==> src/rtl/aes_pkg.sv <==
// Purpose : shared AES definitions (round count, Rcon, FSM encoding, word byte-order helpers).
// Latency : n/a (package, combinational helpers only).
// Backpr. : n/a.
package aes_pkg;

  localparam int AES_NR = 10;

  // One-hot FSM encoding for the key-schedule engines.
  typedef enum logic [3:0] {
    IDLE  = 4'b0001,
    EMIT0 = 4'b0010,
    SUB   = 4'b0100,
    MIX   = 4'b1000
  } state_e;

  // Round constant for round r (1..10); every other index yields 0.
  function automatic logic [7:0] rcon(input logic [3:0] r);
    logic [7:0] rc;
    case (r)
      4'd1:    rc = 8'h01;
      4'd2:    rc = 8'h02;
      4'd3:    rc = 8'h04;
      4'd4:    rc = 8'h08;
      4'd5:    rc = 8'h10;
      4'd6:    rc = 8'h20;
      4'd7:    rc = 8'h40;
      4'd8:    rc = 8'h80;
      4'd9:    rc = 8'h1b;
      4'd10:   rc = 8'h36;
      default: rc = 8'h00;
    endcase
    return rc;
  endfunction

  // RotWord on a big-endian word: first byte ([31:24]) moves to the end.
  function automatic logic [31:0] rot_word(input logic [31:0] w);
    return {w[23:0], w[31:24]};
  endfunction

endpackage

==> src/rtl/aes_key_expand_sbox.sv <==
// Purpose : 32-bit S-box word stage, four parallel AES S-box lookups on a big-endian word.
// Latency : 1 cycle, data_out registered; holds its value while enable_in is low.
// Backpr. : none, one lookup per enabled cycle.
// Ports   : clk_in clock; enable_in load strobe; data_in word to substitute; data_out SubWord(data_in).
module getSBoxValue_cipher (
  input  logic        clk_in,
  input  logic        enable_in,
  input  logic [31:0] data_in,
  output logic [31:0] data_out
);

  // Byte 0x00 sits in the top byte, byte 0xff in the bottom byte.
  localparam logic [2047:0] SBOX_TABLE = {
    128'h637c777bf26b6fc53001672bfed7ab76, 128'hca82c97dfa5947f0add4a2af9ca472c0,
    128'hb7fd9326363ff7cc34a5e5f171d83115, 128'h04c723c31896059a071280e2eb27b275,
    128'h09832c1a1b6e5aa0523bd6b329e32f84, 128'h53d100ed20fcb15b6acbbe394a4c58cf,
    128'hd0efaafb434d338545f9027f503c9fa8, 128'h51a3408f929d38f5bcb6da2110fff3d2,
    128'hcd0c13ec5f974417c4a77e3d645d1973, 128'h60814fdc222a908846eeb814de5e0bdb,
    128'he0323a0a4906245cc2d3ac629195e479, 128'he7c8376d8dd54ea96c56f4ea657aae08,
    128'hba78252e1ca6b4c6e8dd741f4bbd8b8a, 128'h703eb5664803f60e613557b986c11d9e,
    128'he1f8981169d98e949b1e87e9ce5528df, 128'h8ca1890dbfe6426841992d0fb054bb16
  };

  function automatic logic [7:0] sub_byte(input logic [7:0] b);
    return SBOX_TABLE[(255 - int'(b)) * 8 +: 8];
  endfunction

  always_ff @(posedge clk_in) begin
    if (enable_in) begin
      data_out <= {sub_byte(data_in[31:24]), sub_byte(data_in[23:16]),
                   sub_byte(data_in[15:8]),  sub_byte(data_in[7:0])};
    end
  end

endmodule

==> src/rtl/aes_key_expand.sv <==
// Purpose : iterative AES-128 key schedule, streams round keys 0..10 to the round-key store.
// Latency : key 0 one cycle after start accepted, then one key every 2 cycles; done with key 10.
// Backpr. : none; start_in is ignored unless idle, the consumer must take every rk_valid_out strobe.
// Ports   : clk_in/rst_in clock and sync reset; start_in/key_in request; busy_out, rk_valid_out,
//           rk_index_out, rk_out, done_out registered result stream.
module aes_key_expand
  import aes_pkg::*;
#(
  parameter int NR = AES_NR
) (
  input  logic         clk_in,
  input  logic         rst_in,
  input  logic         start_in,
  input  logic [127:0] key_in,
  output logic         busy_out,
  output logic         rk_valid_out,
  output logic [3:0]   rk_index_out,
  output logic [127:0] rk_out,
  output logic         done_out
);

  localparam logic [3:0] LAST_R = 4'(NR);

  state_e         state_q, state_d;
  logic [127:0]   w_q, w_d;
  logic [3:0]     r_q, r_d;
  logic           busy_q, busy_d;
  logic           rk_valid_q, rk_valid_d;
  logic [3:0]     rk_index_q, rk_index_d;
  logic [127:0]   rk_q, rk_d;
  logic           done_q, done_d;

  logic           sbox_en;
  logic [31:0]    sbox_din;
  logic [31:0]    sbox_dout;

  // Outputs are registered, so each state's visible result is computed in the
  // preceding cycle. The S-box is therefore loaded on the edge entering SUB,
  // its word is consumed during SUB, and the new key lands on the edge into MIX.
  getSBoxValue_cipher u_sbox (
    .clk_in    (clk_in),
    .enable_in (sbox_en),
    .data_in   (sbox_din),
    .data_out  (sbox_dout)
  );

  logic [31:0] t_word, w0_n, w1_n, w2_n, w3_n;

  assign t_word = sbox_dout ^ {rcon(r_q), 24'h0};
  assign w0_n   = w_q[127:96] ^ t_word;
  assign w1_n   = w_q[95:64]  ^ w0_n;
  assign w2_n   = w_q[63:32]  ^ w1_n;
  assign w3_n   = w_q[31:0]   ^ w2_n;

  always_comb begin
    state_d    = state_q;
    w_d        = w_q;
    r_d        = r_q;
    busy_d     = busy_q;
    rk_valid_d = 1'b0;
    rk_index_d = rk_index_q;
    rk_d       = rk_q;
    done_d     = 1'b0;
    sbox_en    = 1'b0;
    sbox_din   = rot_word(w_q[31:0]);

    unique case (state_q)
      IDLE: begin
        if (start_in) begin
          state_d    = EMIT0;
          w_d        = key_in;
          r_d        = 4'd0;
          busy_d     = 1'b1;
          rk_valid_d = 1'b1;
          rk_index_d = 4'd0;
          rk_d       = key_in;
        end
      end
      EMIT0: begin
        state_d = SUB;
        r_d     = 4'd1;
        sbox_en = 1'b1;
      end
      SUB: begin
        state_d    = MIX;
        w_d        = {w0_n, w1_n, w2_n, w3_n};
        rk_d       = {w0_n, w1_n, w2_n, w3_n};
        rk_valid_d = 1'b1;
        rk_index_d = r_q;
        done_d     = (r_q == LAST_R);
      end
      MIX: begin
        if (r_q == LAST_R) begin
          state_d = IDLE;
          busy_d  = 1'b0;
        end else begin
          state_d = SUB;
          r_d     = r_q + 4'd1;
          // w_q already holds this round's key, so RotWord(w3) is ready now.
          sbox_en = 1'b1;
        end
      end
      default: begin
        state_d = IDLE;
        busy_d  = 1'b0;
      end
    endcase
  end

  always_ff @(posedge clk_in) begin
    if (rst_in) begin
      state_q    <= IDLE;
      w_q        <= '0;
      r_q        <= '0;
      busy_q     <= 1'b0;
      rk_valid_q <= 1'b0;
      rk_index_q <= '0;
      rk_q       <= '0;
      done_q     <= 1'b0;
    end else begin
      state_q    <= state_d;
      w_q        <= w_d;
      r_q        <= r_d;
      busy_q     <= busy_d;
      rk_valid_q <= rk_valid_d;
      rk_index_q <= rk_index_d;
      rk_q       <= rk_d;
      done_q     <= done_d;
    end
  end

  assign busy_out     = busy_q;
  assign rk_valid_out = rk_valid_q;
  assign rk_index_out = rk_index_q;
  assign rk_out       = rk_q;
  assign done_out     = done_q;

endmodule

==> config.mk <==
export PLATFORM = sky130hd
export DESIGN_NAME = aes_key_expand
export DESIGN_NICKNAME = d
export VERILOG_FILES = /design/src/rtl/aes_pkg.sv /design/src/rtl/aes_key_expand_sbox.sv /design/src/rtl/aes_key_expand.sv
export SDC_FILE = /design/constraint.sdc
export NUM_CORES = 1
export LEC_CHECK = 0
export CAP_MARGIN = 20
export CELL_PAD_IN_SITES_DETAIL_PLACEMENT = 1
export CELL_PAD_IN_SITES_GLOBAL_PLACEMENT = 1
export CORE_UTILIZATION = 45
export CTS_BUF_LIST = sky130_fd_sc_hd__clkbuf_8 sky130_fd_sc_hd__clkbuf_16
export CTS_CLUSTER_SIZE = 14
export DETAILED_ROUTE_END_ITERATION = 10
export MAX_ROUTING_LAYER = met4
export PLACE_DENSITY_LB_ADDON = 0.1
export RECOVER_POWER = 100
export SLEW_MARGIN = 10
export SYNTH_ARGS = -nofsm -noshare
export SYNTH_HDL_FRONTEND = slang
export SYNTH_SLANG_ARGS = --single-unit
==> constraint.sdc <==
create_clock -name clk_in -period 6.2 [get_ports clk_in]
set_clock_uncertainty 0.05 [all_clocks]
set_input_delay 1.24 -clock clk_in [delete_from_list [all_inputs] [get_ports clk_in]]
set_output_delay 1.24 -clock clk_in [all_outputs]
set_load 0.02 [all_outputs]
# [Word level (Yosys, flattened, before mapping)]
# Memory sizes are Yosys's and may differ from the RTL's. A register that Yosys moved wholly into a read port is not among the register bits.
# Index checks and enable logic that the tools add are counted.
[totals] inputBits=131 mem_count=1 rom_bits=128 word_cells=58 ff_bits=175
[memory_table] memory="(no name shown)" depth=16 word_bits=8 read_ports=1 rd_clocked_by_memory_dff=1 write_ports=0 line="aes_pkg.sv:19" source="case (r)"
[op_classes] addsub=5 reduce_logical=7 muxes=18 n_shift=4 n_bitwise=7 eq_ne=8
[ops] operator="$shiftx 2048x32->8 const A" count=4
[ops] operator="$pmux 128 s2" count=1
[ops] operator="$xor 32x32->32" count=5
[ops] operator="$mux 128" count=1
[ops] operator="$sub 8x8->9 const A" count=4
[ops] operator="$mux 4" count=5
[ops] operator="$pmux 4 s4" count=1
[ops] operator="$pmux 4 s3" count=1
[ops] operator="$eq 4x4->1 const B" count=2
[ops] operator="$pmux 4 s2" count=1
[ops] operator="$ne 2x2->1 const B" count=3
[ops] operator="$reduce_and 3->1" count=2
[ops] operator="$add 4x1->4 const B" count=1
[ops] operator="$eq 4x1->1 const B" count=1
[ops] operator="$eq 4x2->1 const B" count=1
[ops] operator="$eq 4x3->1 const B" count=1
[ops] operator="$mux 1" count=4
[ops] operator="$pmux 1 s2" count=2
[ops] operator="$reduce_or 2->1" count=2
[ops] operator="$mux 3" count=1
[ops] operator="$pmux 1 s3" count=1
[ops] operator="$reduce_bool 3->1" count=1
[ops] operator="$not 1->1" count=2
[ops] operator="$reduce_and 2->1" count=1
[ops] operator="$reduce_bool 2->1" count=1

# [Longest topological paths before layout]
[depth] depth_word=6 mapped_depth=11

# [By module]
# Synthesis repeated with hierarchy kept, for this count alone.
[hier_totals] cells_unflattened=3094 hier_area_um2=22356.4
[by_module_without_submodules] mod="getSBoxValue_cipher" area_per_inst_um2=14734.1 seq_area_each_um2=960.9 n_inst=1 cells_per_inst=2223
[by_module_without_submodules] mod="aes_key_expand" area_per_inst_um2=7622.3 seq_area_each_um2=3022.9 n_inst=1 cells_per_inst=871

# [Worst setup path after synthesis]
# OpenSTA, ideal clock, no wires.
[synth_timing] kind="reg2reg" start="register r_q[0]" end="register u_sbox.data_out[0] (enable)" arrival_ns=3.322 path_stages_with_launch=6 setup_slack_ns=2.358 cell_sequence="dfxtp_1 > inv_1 > ha_1 > nand3_1 > nand3b_1 > a211oi_1"
[synth_via] elab_chain_cells=3
[synth_lines] element="start, declared" line="aes_key_expand.sv:26" source="logic [3:0] r_q, r_d;"
[synth_lines] element="start signal, assigned" line="aes_key_expand.sv:123" source="r_q <= r_d;"
[synth_lines] element="$eq 4x4->1" line="aes_key_expand.sv:93" source="if (r_q == LAST_R) begin"
[synth_lines] element="$mux 1" line="aes_key_expand.sv:93"
[synth_lines] element="$pmux 1 s2" line="aes_key_expand.sv:67" source="unique case (state_q)"
[synth_lines] element="named net sbox_en" line="aes_key_expand.sv:33" source="logic sbox_en;"
[synth_lines] element="end signal, assigned" line="aes_key_expand_sbox.sv:30" source="data_out <= {sub_byte(data_in[31:24]), sub_byte(data_in[23:16]),"
[synth_lines] element="end, declared" line="aes_key_expand_sbox.sv:9" source="output logic [31:0] data_out"
# The timed path passes the listed nets, and every way through them passes these cells.
# A chain may end at the register's enable or synchronous reset.

# [Worst setup path in the final report]
[layout_timing] start="input port start_in" end="register rk_q[74] (netlist: rk_out[74])"
[layout_via] elab_chain_cells=2
[layout_lines] element="start, declared" line="aes_key_expand.sv:13" source="input logic start_in,"
[layout_lines] element="$ne 2x2->1 (no line)"
[layout_lines] element="$reduce_and 2->1 (no line)"
[layout_lines] element="end signal, assigned" line="aes_key_expand.sv:127" source="rk_q <= rk_d;"
[layout_lines] element="end, declared" line="aes_key_expand.sv:30" source="logic [127:0] rk_q, rk_d;"
# Every way passes these cells.

==> results.toml <==
[routing]
routed_wl_um = 119000
drtAntennaViolNets = 0
drc_errors = 0
initialDrtViolationCount = 4430
routed_wire_length_per_instance_um = 30.7
route.detailed.vias_per_inst = 7.38
firstDrtPassIters = 6
dr_total_vias = 28600

[clock_tree]
cts_hold_buffers = 0
post-cts-setup-buffer-count = 0
worst_setup_hold_path_clk_slew_ns = 0.08
cts_inserted_buffers = 17
cts-root-buf = "clkbuf_16"
cts_tree = "done"
clock_sinks = 183
cts_resized = 0
cts-root-to-sink-buffers = 2
clk_latency_ns = 0.53
cts_htree_levels = 4

[final_layout]
final_nets = 3391
stdcell_count = 3871
layout-drive-gt1-share_pct = 4.49
fillers = 6187
post-route-cell-area_um2 = 24900
synthToLayoutAreaGrowth_pct = 12.7

[yosys]
syn-instance-count = 3209
async_reset_ff_share_pct = 0
post-synth-top-area-cell = "dfxtp_1"
number_of_storage_elements_in_the_synthesis_netlist = 183
yosysSeqAreaShare_pct = 18.0
synth_top_cells_by_area = "dfxtp_1, o21ai_0, a21oi_1, nor2_1, nand2_1"
synth.net_count = 3406
yosysTopAreaCellShare_pct = 13.7
synthFlopType = "dfxtp_1"
postSynthAreaPerCell_um2 = 6.89
ys_types = 92
syn_area_um2 = 22100
synth_warnings = 0
synth_enable_flop_cells = 32

[setup_path]
worst-setup-path-type = "in -> reg"
critPathArrivalTime_ns = 5.46
startpoint_type = "input port"
cp_data_required_time_ns = 6.59
timing.reg2reg.setup_slack_ns = 1.23
critical_path_peak_fanout = 64
cp-end-kind = "register"

[grt]
antenna_violations_before_repair = 8
grt_overflow = 0
grt_pass1_wl_um = 177000
first_global_vias = 27700
grt.total_usage_pct = 47.5
grt_start_max_net_pins = 91

[placed_design]
dp_worst_setup_slack_ns = 2.23
post-place-cells = 3831
detailedPlacementHpwl_um = 82900
numPortBuffers = 265
postPlaceCellArea_um2 = 24400
gp_congestion = 1.12

[timing]
rsz0062_at_grt = "no"
min_period_ns = 5.07
min_period_over_period_pct = 81.8
worst_pin_slew_ns = 3.07
final_count_of_pins_violating_max_slew = 735
worst_slew_margin_rel_pct = -105
finalHoldViolCount = 0
finalSetupViolCount = 0
fmax_mhz = 197
setup_total_negative_slack_ns = 0
worst_hold_slack_ns = 0.429
setup_slack_ns = 1.13

[die]
floorplan.initialDensity_pct = 45.9
standard_cell_core_area_um2 = 48100
top_level_ports = 266
floorplan.die.width_um = 224
row_count = 80
fp.dieH_um = 224
die-area_um2 = 50000

[pwr]
vdd_ir_drop_max_mv = 0.230
leakagePower_uw = 0.00844
power_density_nw_per_um2 = 232

[min_path]
worst_hold_path_type = "reg -> reg"

[run]
timing.max_cap.violations = 17

[outcome]
status = "finished with violations"
failed_checks = "max-capacitance violations, max-slew violations"
-- layout make-up --
class / count / area, µm² / share of cell area (%)
inverters: 45 / 169 / 0.678
clock buffers: 17 / 425 / 1.71
well taps: 656 / 821 / 3.30
repair buffers: 323 / 3020 / 12.1
multi-input cells: 2624 / 16300 / 65.4
diodes: 8 / 20.0 / 0.0804
flip-flops and latches: 183 / 4000 / 16.1
clock inverters: 15 / 158 / 0.633
-- kinds of logic (layout without fill, tap and decap cells) --
kind of cell    Yosys count  count (layout)  synth area share (%)
compound gates         1210            1210                  36.5
mux                      38              38                  2.49
xor+xnor                111             111                  4.40
other cells               0               8                     0
buf+inv                 402             400                  8.27
flops                   183             183                  18.0
simple gates           1198            1198                  26.5
fa+ha+maj                67              67                  3.78
-- power by group --
part | internal, µW | total [µW] | switching [µW]
Clock | 540 | 1180 | 636
Combinational | 1030 | 3110 | 2090
Sequential | 1310 | 1490 | 176
Total | 2880 | 5780 | 2900
-- cell usage in the layout (no fill, tap or decap), types with 32 or more instances in the layout --
master / instances
nor3_1: 132
nand2_1: 275
nor2b_1: 77
xnor2_1: 78
o211ai_1: 59
edfxtp_1: 32
clkdlybuf4s50_1: 155
o311ai_0: 51
o21ai_0: 297
nand3_1: 124
buf_4: 42
a21oi_1: 278
ha_1: 66
a211oi_1: 73
a221oi_1: 92
nor3b_1: 34
nand2b_1: 89
a31oi_1: 64
dfxtp_1: 141
inv_1: 40
nor2_1: 302
a311oi_1: 34
dlygate4sd3_1: 109
xor2_1: 33
-- Yosys cell counts, types with 20 or more instances --
master	number
a211oi_1	73
a21oi_1	278
a221oi_1	92
a311oi_1	34
a31oi_1	63
and2_1	27
buf_1	20
buf_2	147
buf_4	23
clkbuf_1	157
dfxtp_1	151
edfxtp_1	32
ha_1	66
inv_1	39
nand2_1	276
nand2b_1	89
nand3_1	124
nand4_1	30
nor2_1	301
nor2b_1	77
nor3_1	131
nor3b_1	34
o211ai_1	58
o21ai_0	296
o311ai_0	50
o31ai_1	27
or2_2	21
xnor2_1	78
xor2_1	33
-- metrics by stage --
| step | util (%) | total power [µW] |
|---|---|---|
| final | 51.7 | 5780 |
| after global routing | 51.7 | 5960 |
| after CTS | 51.9 | 5650 |
| after detailed placement | 50.7 | 4480 |
| after global placement | 50.7 | 4420 |
| after floorplan | - | 3400 |
-- layer usage --
metal / global-route usage (%) / vias to the layer above / part of all wire [%]
li1: - / 12000 / -
met1: 56.9 / 13800 / 38
met2: 70.3 / 2194 / 43
met3: 14.3 / 540 / 12
met4: 27.4 / 0 / 6.7
met5: - / - / 0
-- worst max-delay path: stages --
cell and delay [ns]:
dlygate4sd3_1 0.66, and2_4 0.42, nor2_1 1.60, clkbuf_1 1.05, a221oi_1 0.23, nor2_1 0.20
-- final timing paths --
path | startpoint | end | depth (start not counted)
setup / recovery | start_in | rk_out[74] | 6
hold / removal | rk_index_out[0] | rk_index_out[0] | 2
setup reg to reg | rk_out[16] | u_sbox.data_out[26] | 9
hold reg to reg | rk_index_out[0] | rk_index_out[0] | 2
-- flip-flops by register name (all words and copies together) (netlist names), named ones only --
register         count
r_q                  4
rk_out             128
done_out             1
rk_valid_out         1
busy_out             1
rk_index_out         4
u_sbox.data_out     32
state_q              4
Note: power is estimated with default switching activity, not from simulation.
